### config.mk
export PLATFORM = sky130hd
export DESIGN_NAME = wb_master_arbiter
export DESIGN_NICKNAME = d
export VERILOG_FILES = /design/src/rtl/wb_master_arbiter.sv
export SDC_FILE = /design/constraint.sdc
export NUM_CORES = 1
export LEC_CHECK = 0
export BUFFER_PORTS_ARGS = -buffer_cell sky130_fd_sc_hd__buf_2
export CAP_MARGIN = 20
export CELL_PAD_IN_SITES_DETAIL_PLACEMENT = 0
export CELL_PAD_IN_SITES_GLOBAL_PLACEMENT = 1
export CORE_MARGIN = 2
export CORE_UTILIZATION = 25
export DETAILED_ROUTE_END_ITERATION = 16
export PLACE_DENSITY = 0.73
export REMOVE_ABC_BUFFERS = 1
export SLEW_MARGIN = 20
export SYNTH_ARGS = -nofsm -noshare
export SYNTH_HDL_FRONTEND = slang
export SYNTH_SLANG_ARGS = --single-unit
### constraint.sdc
create_clock -name clk -period 3.7 [get_ports clk]
set_input_delay 0.74 -clock clk [delete_from_list [all_inputs] [get_ports clk]]
set_output_delay 0.74 -clock clk [all_outputs]
set_load 0.01 [all_outputs]
### src/rtl/wb_master_arbiter.sv
// wb_master_arbiter: shares one Wishbone master port among NUM_CH requesters.
// Arbitration is fixed priority (lowest index wins) or round-robin. The winner's
// virtual address is translated by the MMU in the grant cycle. Each transaction
// finishes with a one-cycle, one-hot ack or err pulse on the granted channel.
// A built-in bus timeout aborts a transaction that gets no slave response.
// The reset input rst is asynchronous and active-low.
module wb_master_arbiter #(
  parameter int NUM_CH  = 2,
  parameter int DW      = 32,
  parameter int AW      = 32,
  parameter int RR_MODE = 0,
  parameter int TIMEOUT = 255
) (
  input  logic                         clk,
  input  logic                         rst,
  input  logic [NUM_CH-1:0]            ch_req_i,
  input  logic [NUM_CH-1:0]            ch_we_i,
  input  logic [NUM_CH-1:0]            ch_cancel_i,
  input  logic [NUM_CH*AW-1:0]         ch_addr_i,
  input  logic [NUM_CH*DW-1:0]         ch_wdata_i,
  input  logic [NUM_CH*(DW/8)-1:0]     ch_sel_i,
  output logic [DW-1:0]                ch_rdata_o,
  output logic [NUM_CH-1:0]            ch_ack_o,
  output logic [NUM_CH-1:0]            ch_err_o,
  output logic                         xlat_req_o,
  output logic                         xlat_we_o,
  output logic [AW-1:0]                xlat_vaddr_o,
  input  logic [AW-1:0]                xlat_paddr_i,
  input  logic                         xlat_fault_i,
  output logic                         wb_cyc_o,
  output logic                         wb_stb_o,
  output logic                         wb_we_o,
  output logic [AW-1:0]                wb_adr_o,
  output logic [DW-1:0]                wb_dat_o,
  output logic [(DW/8)-1:0]            wb_sel_o,
  input  logic [DW-1:0]                wb_dat_i,
  input  logic                         wb_ack_i,
  input  logic                         wb_err_i
);

  localparam int SELW = DW / 8;
  localparam int GW   = (NUM_CH > 1) ? $clog2(NUM_CH) : 1;
  // Last timer value before the transaction is aborted.
  localparam logic [15:0] TMO_LAST = 16'(TIMEOUT - 1);

  typedef enum logic [1:0] {
    ST_IDLE = 2'd0,
    ST_BUS  = 2'd1,
    ST_RESP = 2'd2
  } state_e;

  // Registered state
  state_e            state_q,      state_d;
  logic [GW-1:0]     last_grant_q, last_grant_d;
  logic [GW-1:0]     grant_q,      grant_d;
  logic [15:0]       timer_q,      timer_d;
  logic              cancel_q,     cancel_d;
  logic              resp_err_q,   resp_err_d;
  logic              wb_cyc_q,     wb_cyc_d;
  logic              wb_stb_q,     wb_stb_d;
  logic              wb_we_q,      wb_we_d;
  logic [AW-1:0]     wb_adr_q,     wb_adr_d;
  logic [DW-1:0]     wb_dat_q,     wb_dat_d;
  logic [SELW-1:0]   wb_sel_q,     wb_sel_d;
  logic [DW-1:0]     rdata_q,      rdata_d;

  // Arbitration results
  logic [NUM_CH-1:0] cand_s;
  logic              win_valid_s;
  logic [GW-1:0]     win_idx_s;
  logic              win_we_s;
  logic [AW-1:0]     win_addr_s;
  logic [DW-1:0]     win_wdata_s;
  logic [SELW-1:0]   win_sel_s;

  // Response shaping
  logic              suppress_s;
  logic [NUM_CH-1:0] grant_oh_s;

  // Pick the winning channel among live (requesting, not cancelled) channels.
  always_comb begin
    cand_s      = ch_req_i & ~ch_cancel_i;
    win_valid_s = 1'b0;
    win_idx_s   = '0;
    if (RR_MODE != 0) begin
      // Round-robin: first candidate above last_grant, then wrap to the bottom.
      for (int j = 0; j < NUM_CH; j++) begin
        if (!win_valid_s && cand_s[j] && (j > int'(last_grant_q))) begin
          win_valid_s = 1'b1;
          win_idx_s   = GW'(j);
        end
      end
      for (int j = 0; j < NUM_CH; j++) begin
        if (!win_valid_s && cand_s[j] && (j <= int'(last_grant_q))) begin
          win_valid_s = 1'b1;
          win_idx_s   = GW'(j);
        end
      end
    end else begin
      for (int j = 0; j < NUM_CH; j++) begin
        if (!win_valid_s && cand_s[j]) begin
          win_valid_s = 1'b1;
          win_idx_s   = GW'(j);
        end
      end
    end
  end

  // Select the winner's request fields out of the packed channel buses.
  always_comb begin
    win_we_s    = 1'b0;
    win_addr_s  = '0;
    win_wdata_s = '0;
    win_sel_s   = '0;
    for (int j = 0; j < NUM_CH; j++) begin
      if (GW'(j) == win_idx_s) begin
        win_we_s    = ch_we_i[j];
        win_addr_s  = ch_addr_i[j*AW +: AW];
        win_wdata_s = ch_wdata_i[j*DW +: DW];
        win_sel_s   = ch_sel_i[j*SELW +: SELW];
      end
    end
  end

  // Translation request is purely combinational and only raised in IDLE.
  always_comb begin
    xlat_req_o   = (state_q == ST_IDLE) && win_valid_s;
    xlat_we_o    = xlat_req_o ? win_we_s : 1'b0;
    xlat_vaddr_o = xlat_req_o ? win_addr_s : '0;
  end

  // One-hot response pulse, dropped if the channel cancelled during or at RESP.
  always_comb begin
    grant_oh_s = NUM_CH'(1) << grant_q;
    suppress_s = cancel_q | ch_cancel_i[grant_q];
    if ((state_q == ST_RESP) && !suppress_s) begin
      ch_ack_o = resp_err_q ? '0 : grant_oh_s;
      ch_err_o = resp_err_q ? grant_oh_s : '0;
    end else begin
      ch_ack_o = '0;
      ch_err_o = '0;
    end
  end

  // Next-state and next-output computation for the IDLE/BUS/RESP sequencer.
  always_comb begin
    state_d      = state_q;
    last_grant_d = last_grant_q;
    grant_d      = grant_q;
    timer_d      = timer_q;
    cancel_d     = cancel_q;
    resp_err_d   = resp_err_q;
    wb_cyc_d     = wb_cyc_q;
    wb_stb_d     = wb_stb_q;
    wb_we_d      = wb_we_q;
    wb_adr_d     = wb_adr_q;
    wb_dat_d     = wb_dat_q;
    wb_sel_d     = wb_sel_q;
    rdata_d      = rdata_q;
    case (state_q)
      ST_IDLE: begin
        if (win_valid_s) begin
          // Faulted grants still advance last_grant so round-robin moves on.
          last_grant_d = win_idx_s;
          grant_d      = win_idx_s;
          cancel_d     = 1'b0;
          if (xlat_fault_i) begin
            resp_err_d = 1'b1;
            state_d    = ST_RESP;
          end else begin
            wb_cyc_d   = 1'b1;
            wb_stb_d   = 1'b1;
            wb_we_d    = win_we_s;
            wb_adr_d   = xlat_paddr_i;
            wb_dat_d   = win_wdata_s;
            wb_sel_d   = win_sel_s;
            timer_d    = 16'd0;
            state_d    = ST_BUS;
          end
        end else begin
          state_d = ST_IDLE;
        end
      end
      ST_BUS: begin
        cancel_d = cancel_q | ch_cancel_i[grant_q];
        if (wb_err_i) begin
          rdata_d    = '0;
          resp_err_d = 1'b1;
          wb_cyc_d   = 1'b0;
          wb_stb_d   = 1'b0;
          wb_we_d    = 1'b0;
          state_d    = ST_RESP;
        end else if (wb_ack_i) begin
          rdata_d    = wb_we_q ? '0 : wb_dat_i;
          resp_err_d = 1'b0;
          wb_cyc_d   = 1'b0;
          wb_stb_d   = 1'b0;
          wb_we_d    = 1'b0;
          state_d    = ST_RESP;
        end else if (timer_q == TMO_LAST) begin
          resp_err_d = 1'b1;
          wb_cyc_d   = 1'b0;
          wb_stb_d   = 1'b0;
          wb_we_d    = 1'b0;
          state_d    = ST_RESP;
        end else begin
          timer_d = timer_q + 16'd1;
        end
      end
      ST_RESP: begin
        state_d = ST_IDLE;
      end
      default: begin
        state_d  = ST_IDLE;
        wb_cyc_d = 1'b0;
        wb_stb_d = 1'b0;
        wb_we_d  = 1'b0;
      end
    endcase
  end

  // State and output registers; reset drops the bus cycle immediately.
  always_ff @(posedge clk or negedge rst) begin
    if (!rst) begin
      state_q      <= ST_IDLE;
      last_grant_q <= GW'(NUM_CH - 1);
      grant_q      <= '0;
      timer_q      <= 16'd0;
      cancel_q     <= 1'b0;
      resp_err_q   <= 1'b0;
      wb_cyc_q     <= 1'b0;
      wb_stb_q     <= 1'b0;
      wb_we_q      <= 1'b0;
      wb_adr_q     <= '0;
      wb_dat_q     <= '0;
      wb_sel_q     <= '0;
      rdata_q      <= '0;
    end else begin
      state_q      <= state_d;
      last_grant_q <= last_grant_d;
      grant_q      <= grant_d;
      timer_q      <= timer_d;
      cancel_q     <= cancel_d;
      resp_err_q   <= resp_err_d;
      wb_cyc_q     <= wb_cyc_d;
      wb_stb_q     <= wb_stb_d;
      wb_we_q      <= wb_we_d;
      wb_adr_q     <= wb_adr_d;
      wb_dat_q     <= wb_dat_d;
      wb_sel_q     <= wb_sel_d;
      rdata_q      <= rdata_d;
    end
  end

  assign ch_rdata_o = rdata_q;
  assign wb_cyc_o   = wb_cyc_q;
  assign wb_stb_o   = wb_stb_q;
  assign wb_we_o    = wb_we_q;
  assign wb_adr_o   = wb_adr_q;
  assign wb_dat_o   = wb_dat_q;
  assign wb_sel_o   = wb_sel_q;

endmodule

Word level (Yosys, flattened, before mapping)
Cells that the tools add are included.

storage, ports and cells
  bits in registers = 123
  output and inout port bits = 141
  logic and storage cells = 91
  input port bits = 211

operators by class
  $add $sub $neg = 1
  bitwise gates (word level) = 5
  muxes and demuxes = 47
  magnitude comparators = 1
  reduce and logical (&&, ||, !) cells = 15
  shift-type cells = 1
  equality and inequality tests = 10

operators by type and width
  cell                     number
  $mux W32                 6
  $mux W16                 5
  $pmux W16 S2             1
  $mux W1                  20
  $mux W2                  9
  $add A16 B1 Y16 const B  1
  $eq A16 B8 Y1 const B    1
  $ne A2 B2 Y1 const B     6
  $reduce_and A4 Y1        2
  $pmux W1 S3              2
  $reduce_and A2 Y1        3
  $reduce_and A6 Y1        1
  $mux W4                  1
  $ne A4 B4 Y1 const B     1
  $pmux W1 S2              2
  $pmux W2 S2              1
  $reduce_bool A2 Y1       2
  $logic_and A1 B1 Y1      3
  $reduce_and A3 Y1        1
  $and A2 B2 Y2            1
  $eq A2 B1 Y1 const B     1
  $eq A2 B2 Y1 const B     1
  $logic_not A1 Y1         2
  $logic_not A2 Y1         1
  5 further kinds          6

Depth between registers and ports, before layout
Gate-level depths: netlist of the first run.

  word-level depth = 10
  mapped depth = 7
  gate-level depth less buffers = 7

Least setup slack after synthesis of the first run
Ideal clock, no wire load.

  kind = input-to-output
  start point = in ch_cancel_i[0]
  end point = out xlat_vaddr_o[12]
  cell stages on the path = 7
  data required time = 2.960 ns
  path slack = 1.134 ns
  arrival time = 1.826 ns
  path buffers = 3
  cell sequence = nand2b_1 -> clkbuf_1 -> nand2_1 -> buf_4 -> buf_2 -> o22ai_1 -> nor2_1

on the way
  cells in the longest elaborated chain, start to end = 8
  elaborated cells on any way between the ends = 10
  classes of those cells = mux (5); bitwise (2); reduce/logical (3)

ends and longest elaborated chain
  what                                                    RTL line  source
  start, declared                                         18        input logic [NUM_CH-1:0] ch_cancel_i,
  $not A2 Y2 *                                            82        cand_s = ch_req_i & ~ch_cancel_i;
  $and A2 B2 Y2 *                                         82
  $mux W1 *                                               101       if (!win_valid_s && cand_s[j]) begin
  $logic_not A1 Y1                                        101
  $logic_and A1 B1 Y1                                     101
  $mux W1                                                 101
  $mux W32 / $logic_and A1 B1 Y1 (equally long branches)  116, 127
  $mux W32 *                                              129       xlat_vaddr_o = xlat_req_o ? win_addr_s : '0;
  end, declared                                           27        output logic [AW-1:0] xlat_vaddr_o,

Mark *: on every way between the ends. The rest lies on a longest branch, timed or not.

Worst setup path in the final report of the first run
  start point = in ch_cancel_i[1]
  end point = out xlat_we_o

on the way
  cells in the longest elaborated chain, start to end = 6
  elaborated cells on any way between the ends = 8
  classes of those cells = mux (4); bitwise (2); reduce/logical (2)

ends and longest elaborated chain
  what                                                   RTL line  source
  $not A2 Y2 *                                           82
  $and A2 B2 Y2 *                                        82
  $logic_and A1 B1 Y1 *                                  101
  $mux W1                                                101
  $mux W1 / $logic_and A1 B1 Y1 (equally long branches)  116, 127
  $mux W1 *                                              128       xlat_we_o = xlat_req_o ? win_we_s : 1'b0;
  end, declared                                          26        output logic xlat_we_o,

Marks and branches as above.

==> results of run 1 <==
-- kinds of logic (layout without fill, tap and decap cells) --
family,after synthesis,in the layout,share of synthesized area (%)
DFF,123,123,54.4
adders and majority gates,2,2,0.442
xor gates and xnor gates,8,8,1.24
muxes,71,71,13.3
and+or+nand+nor,141,141,11.8
other,0,1,0
AOI/OAI and AO/OA,129,129,15.2
buffers and inverters,43,400,3.63
-- power by group through the flow --
| stage | combinational, mW | clock [mW] | sequential [mW] |
|---|---|---|---|
| 6_report | 1.40 | 1.71 | 1.90 |
| 5_1_grt | 1.52 | 1.82 | 1.96 |
| 4_1_cts | 1.43 | 1.76 | 1.91 |
| 3_5_place_dp | 1.43 | 0 | 1.92 |
| 3_3_place_gp | 1.40 | 0 | 1.92 |
| 2_1_floorplan | 0.523 | 0 | 2.09 |
-- worst min path at each step --
stage / startpoint / to / slack, ps / depth (start not counted)
finish: rst / wb_sel_o[0]$_DFFE_PN0P_ / 380 / 1
global route: rst / wb_sel_o[0]$_DFFE_PN0P_ / 460 / 1
CTS: rst / wb_sel_o[0]$_DFFE_PN0P_ / 440 / 1
detailed placement: cancel_q$_DFFE_PN0P_ / cancel_q$_DFFE_PN0P_ / 490 / 2
global placement: ch_rdata_o[30]$_DFFE_PN0P_ / ch_rdata_o[30]$_DFFE_PN0P_ / 480 / 1
floorplan: rst / cancel_q$_DFFE_PN0P_ / 440 / 0
-- critical path, cell delays in order --
cell and delay [ps]:
buf_2 120, nor2b_1 350, o21bai_1 160, nand2b_1 240, buf_4 260, nor2_1 160
buf_2 150
-- Yosys cell counts, types with 2 or more instances --
cell | n | area share [%]
ha_1 | 2 | 0.44
nand4_1 | 4 | 0.44
o31ai_1 | 3 | 0.40
buf_4 | 6 | 0.80
xor2_1 | 5 | 0.77
nand2b_1 | 3 | 0.33
nor2_1 | 85 | 5.6
a22o_1 | 32 | 5.0
nand3_1 | 6 | 0.53
dfrtp_1 | 123 | 54
inv_1 | 6 | 0.40
nor2b_1 | 4 | 0.44
mux2_2 | 33 | 6.6
a21oi_1 | 41 | 3.6
o21ai_0 | 10 | 0.88
o22ai_1 | 32 | 3.5
or3_1 | 4 | 0.44
nor3_1 | 5 | 0.44
buf_2 | 17 | 1.5
nor4_1 | 2 | 0.22
and3_1 | 2 | 0.22
clkbuf_1 | 14 | 0.93
mux2i_1 | 38 | 6.7
nor3b_1 | 2 | 0.27
nand2_1 | 14 | 0.93
xnor2_1 | 3 | 0.46
-- flip-flops by register name (all words and copies together), names as in the netlist --
| name | flops |
|---|---|
| cancel_q | 1 |
| ch_rdata_o | 32 |
| grant_q | 1 |
| resp_err_q | 1 |
| state_q | 2 |
| timer_q | 16 |
| wb_adr_o | 32 |
| wb_dat_o | 32 |
| wb_sel_o | 4 |
| wb_stb_o | 1 |
| wb_we_o | 1 |
-- final cells by class --
| class | count | area [sq um] | area share (%) |
|---|---|---|---|
| Clock inverter | 14 | 160 | 1.92 |
| Multi-Input combinational cell | 351 | 2400 | 28.8 |
| Antenna cell | 1 | 2.50 | 0.0300 |
| Tap cell | 285 | 357 | 4.27 |
| Timing Repair Buffer | 362 | 1890 | 22.6 |
| Clock buffer | 18 | 439 | 5.26 |
| Sequential cell | 123 | 3080 | 36.9 |
| Inverter | 6 | 22.5 | 0.270 |
-- metal layers --
metal | track usage, % | part of all wire, % | vias up
li1 | - | - | 2568
met1 | 18.4 | 40 | 2445
met2 | 27.7 | 51 | 251
met3 | 4.90 | 8.0 | 10
met4 | 4.94 | 1.7 | 0
met5 | 0 | 0 | -
-- stage by stage --
stage	cells	instance area (sq um)
after floorplan	480	5470
after global placement	1126	7720
after detailed placement	1127	7750
after CTS	1159	8350
after global routing	1159	8350
final	1160	8350
==> flow_metrics.py, run 1 <==
metrics = {
    "power": {
        "comb_power_share_pct": 27.9,
        "total_power_mw": 5.01,
        "pwr-share-clk_pct": 34.1,
        "powerDensity_mw_per_mm2": 600,
        "p_switching_mw": 1.61,
        "leakage_nw": 4.34,
        "power_frac_seq_pct": 38.0,
        "worst_ir_drop_vdd_uv": 279,
        "sw_frac_of_total_pct": 32.2,
        "p_int_mw": 3.40,
    },
    "sta": {
        "rsz0062_at_grt": "false",
        "fin_worst_skew_ps": 11.7,
        "tns_ps": 0,
        "layout_setup_ws_ps": 757,
        "finalCriticalPeriod_ps": 2940,
        "final.period_utilization_pct": 79.5,
        "max_slew.worst_pin.slew_ps": 983,
        "setup_viol_count_final": 0,
        "whs_ps": 384,
        "timing.fmax_mhz": 340,
        "hold_viol": 0,
        "maxSlewHeadroom_pct": 34.3,
        "maxSlewViolCount": 0,
    },
    "worst_setup_path": {
        "startpoint": "ch_cancel_i[1]",
        "critical_path.max_fanout": 31,
        "end_kind": "output pin",
        "reg2reg_from": "state_q[0]$_DFFE_PN0N_",
        "critical_path_arrival_ps": 2200,
        "setup.worst_path.end": "xlat_we_o",
        "path_class": "in -> out",
        "r2r_cells": 5,
        "start_kind": "input port",
        "rr_endpoint": "ch_rdata_o[2]$_DFFE_PN0P_",
        "r2r_slack_ps": 1370,
        "crit_required_ps": 2960,
    },
    "die": {
        "fp.dieW_microns": 154,
        "std_cell_rows": 55,
        "start_util_pct": 25.2,
        "core_area_sq_mm": 0.0224,
        "dieArea_sq_mm": 0.0238,
        "die_h_microns": 154,
        "boundaryPins": 352,
    },
    "clock_tree": {
        "cts_made_buffers": 17,
        "clkLatencyLatePin_ps": 410,
        "post-cts-setup-buffer-count": 0,
        "ctsHoldBuffers": 0,
        "cts_max_path_buffers": 2,
        "clk_pin_slew_worst_paths_ps": 60,
        "cts.repair.resized": 0,
        "root_buffer": "clkbuf_16",
        "tritoncts": "built",
        "cts.sinks": 123,
        "htreeDepth": 4,
    },
    "route": {
        "initialDrtViolationCount": 244,
        "drc": 0,
        "via_per_inst": 4.55,
        "drt_first_pass_iters": 4,
        "vias": 5274,
        "wirelength_mm": 19.3,
        "post_drt_wl_per_cell_microns": 16.6,
        "ant_nets": 0,
    },
    "logic_synthesis": {
        "syn_area_sq_mm": 0.00566,
        "synth_cell_type_count": 47,
        "yosys_warnings": 0,
        "syn-instance-count": 517,
        "synth-main-ff-cell": "dfrtp_1",
        "synth_edf_count": 0,
        "ys_seq_elements": 123,
        "yosysSeqAreaShare_pct": 54.4,
        "avgSynthCellArea_sq_um": 10.9,
        "async_flop_share_pct": 100,
    },
    "global_route": {
        "grt_overflow": 0,
        "grt.total_usage_pct": 15.8,
        "antenna_found_initial": 0,
        "grt_pass1_wl_mm": 28.8,
        "grt_pass1_vias": 5091,
        "grt_max_degree": 65,
    },
    "placement": {
        "hpwl_mm": 14.6,
        "gp_congestion": 0.739,
        "io_buffer_count": 351,
        "pre_cts_slack_ps": 769,
    },
    "hold_path": {
        "min_path_type": "in -> async",
    },
    "layout": {
        "syn_to_final_growth_pct": 47.7,
        "fin_nets": 1074,
        "fin_util_pct": 37.2,
        "layout_commonest_cell": "buf_2",
        "most-common-layout-cells": "buf_2, dfrtp_1, nor2_1",
        "drive_gt1_share_pct": 50.1,
        "fillers": 2281,
    },
    "job": {
        "cap_violations": 0,
    },
    "outcome": {
        "status": "complete, no violations",
    },
}
No activity file was read; power rests on OpenSTA's default activity.
==> run 2: changes to the inputs <==
Settings changed: PLACE_DENSITY 0.73 to 0.76.
Clock period 3.7 ns to 2.55 ns, I/O delays scaled along.
==> flow_metrics.py, run 2 (synthesized netlist as in run 1, its figures left out) <==
metrics = {
    "clock_tree": {
        "clkLatencyLatePin_ps": 400,
        "clk_pin_slew_worst_paths_ps": 70,
        "cts_made_buffers": 17,
        "cts.sinks": 123,
        "cts_max_path_buffers": 2,
        "root_buffer": "clkbuf_16",
        "htreeDepth": 4,
        "post-cts-setup-buffer-count": 0,
        "tritoncts": "built",
    },
    "sta": {
        "setup_viol_count_final": 0,
        "timing.fmax_mhz": 424,
        "maxSlewHeadroom_pct": 59.4,
        "max_slew.worst_pin.slew_ps": 607,
        "finalCriticalPeriod_ps": 2360,
        "maxSlewViolCount": 0,
        "layout_setup_ws_ps": 194,
        "rsz0062_at_grt": "false",
        "fin_worst_skew_ps": 7.61,
        "final.period_utilization_pct": 92.4,
        "hold_viol": 0,
    },
    "layout": {
        "fillers": 2314,
        "instances_no_fill": 1167,
        "design_area_sq_mm": 0.00838,
        "syn_to_final_growth_pct": 48.2,
        "layout_commonest_cell": "buf_2",
        "drive_gt1_share_pct": 50.5,
        "fin_nets": 1080,
        "most-common-layout-cells": "buf_2, dfrtp_1, nor2_1",
        "fin_util_pct": 37.4,
    },
    "worst_setup_path": {
        "crit_slowest_cell": "mux2i_1",
        "crit_required_ps": 2040,
        "path_cells": "buf_2, nor2b_1, buf_4, nand2_4, mux2i_1, nor2_1, buf_2",
        "cpPeakStageDelay_ps": 350,
        "critical_path_arrival_ps": 1850,
        "start_kind": "input port",
        "path_class": "in -> out",
        "crit_family": "simple AND/OR/NAND/NOR gates",
        "end_kind": "output pin",
        "crit_buf_inv": 3,
        "cpMostUsedCell": "buf_2",
        "critical_path.max_fanout": 38,
    },
    "placement": {
        "postPlaceCellArea_sq_mm": 0.00779,
        "place_inst": 1132,
        "pre_cts_slack_ps": 150,
        "io_buffer_count": 351,
        "gp_congestion": 0.775,
        "hpwl_mm": 15.3,
    },
    "die": {
        "fp.dieW_microns": 154,
        "start_util_pct": 25.2,
        "boundaryPins": 352,
        "std_cell_rows": 55,
        "dieArea_sq_mm": 0.0238,
        "die_h_microns": 154,
        "core_area_sq_mm": 0.0224,
    },
    "route": {
        "wirelength_mm": 19.6,
        "vias": 5382,
        "drt_first_pass_iters": 7,
        "via_per_inst": 4.61,
        "initialDrtViolationCount": 222,
        "post_drt_wl_per_cell_microns": 16.8,
        "drc": 0,
        "ant_nets": 0,
    },
    "global_route": {
        "antenna_found_initial": 3,
        "grt_max_degree": 56,
        "grt.total_usage_pct": 15.9,
        "grt_overflow": 0,
        "grt_pass1_wl_mm": 29.0,
        "grt_pass1_vias": 5179,
    },
    "job": {
        "cap_violations": 0,
    },
    "power": {
        "total_power_mw": 7.16,
        "worst_ir_drop_vdd_uv": 393,
        "powerDensity_mw_per_mm2": 855,
        "leakage_nw": 4.35,
    },
    "outcome": {
        "status": "complete, no violations",
    },
    "hold_path": {
        "min_path_type": "in -> reg",
    },
}
==> run 2: changes by cell type in the layout (fill, tap and decap cells not counted), sizes merged <==
cell         delta
clkinvlp        +1
diode           +1
dlygate4sd3     +1
buf             +5
bufinv          -1
==> run 2: report_power, final <==
| group | switching, mW | internal [mW] |
|---|---|---|
| sequential | 0.291 | 2.47 |
| clock | 0.985 | 1.36 |
| combinational | 1.07 | 0.977 |
| total | 2.35 | 4.81 |
==> run 2: repair_timing <==
| action | in CTS | in global routing |
|---|---|---|
| resized for setup | 0 | 2 |
| setup endpoints to repair | 0 | 3 |
| hold buffers | 1 | 0 |
| endpoints found under the hold margin | 7 | 0 |
==> run 2: cell type report <==
| type | count | area (sq um) | share of cell area (%) |
|---|---|---|---|
| antenna | 2 | 5.00 | 0.0597 |
| timing repair buffer | 368 | 1940 | 23.2 |
| sequential | 123 | 3080 | 36.7 |
| clock inverter | 14 | 138 | 1.64 |
| clock buffer | 18 | 429 | 5.12 |
| tap | 285 | 357 | 4.25 |
| inverter | 6 | 22.5 | 0.269 |
| multi-input combinational | 351 | 2410 | 28.7 |
==> run 2: final timing paths <==
path / from / cells after the start / slack (ps) / end
max: ch_req_i[1] / 7 / 190 / xlat_we_o
min: wb_dat_i[15] / 2 / 310 / ch_rdata_o[15]$_DFFE_PN0P_
max reg2reg: state_q[1]$_DFFE_PN0N_ / 5 / 580 / timer_q[8]$_DFFE_PN0P_
min reg2reg: timer_q[6]$_DFFE_PN0P_ / 1 / 500 / timer_q[6]$_DFFE_PN0P_
max in group asynchronous: rst / 3 / 1340 / wb_dat_o[15]$_DFFE_PN0P_
min in group asynchronous: rst / 2 / 570 / wb_adr_o[2]$_DFFE_PN0P_
==> run 2: metrics by stage <==
stage	hold slack, ps	TNS, ps
6_report	312	0
5_1_grt	296	0
4_1_cts	290	0
3_5_place_dp	447	0
3_3_place_gp	446	0
2_1_floorplan	214	-81150
==> run 2: routing by layer <==
metal	global-route usage, %	share of wire, %
met4	6.22	2.9
met2	27.1	50
met5	0	0
met3	4.65	7.6
met1	19.0	40
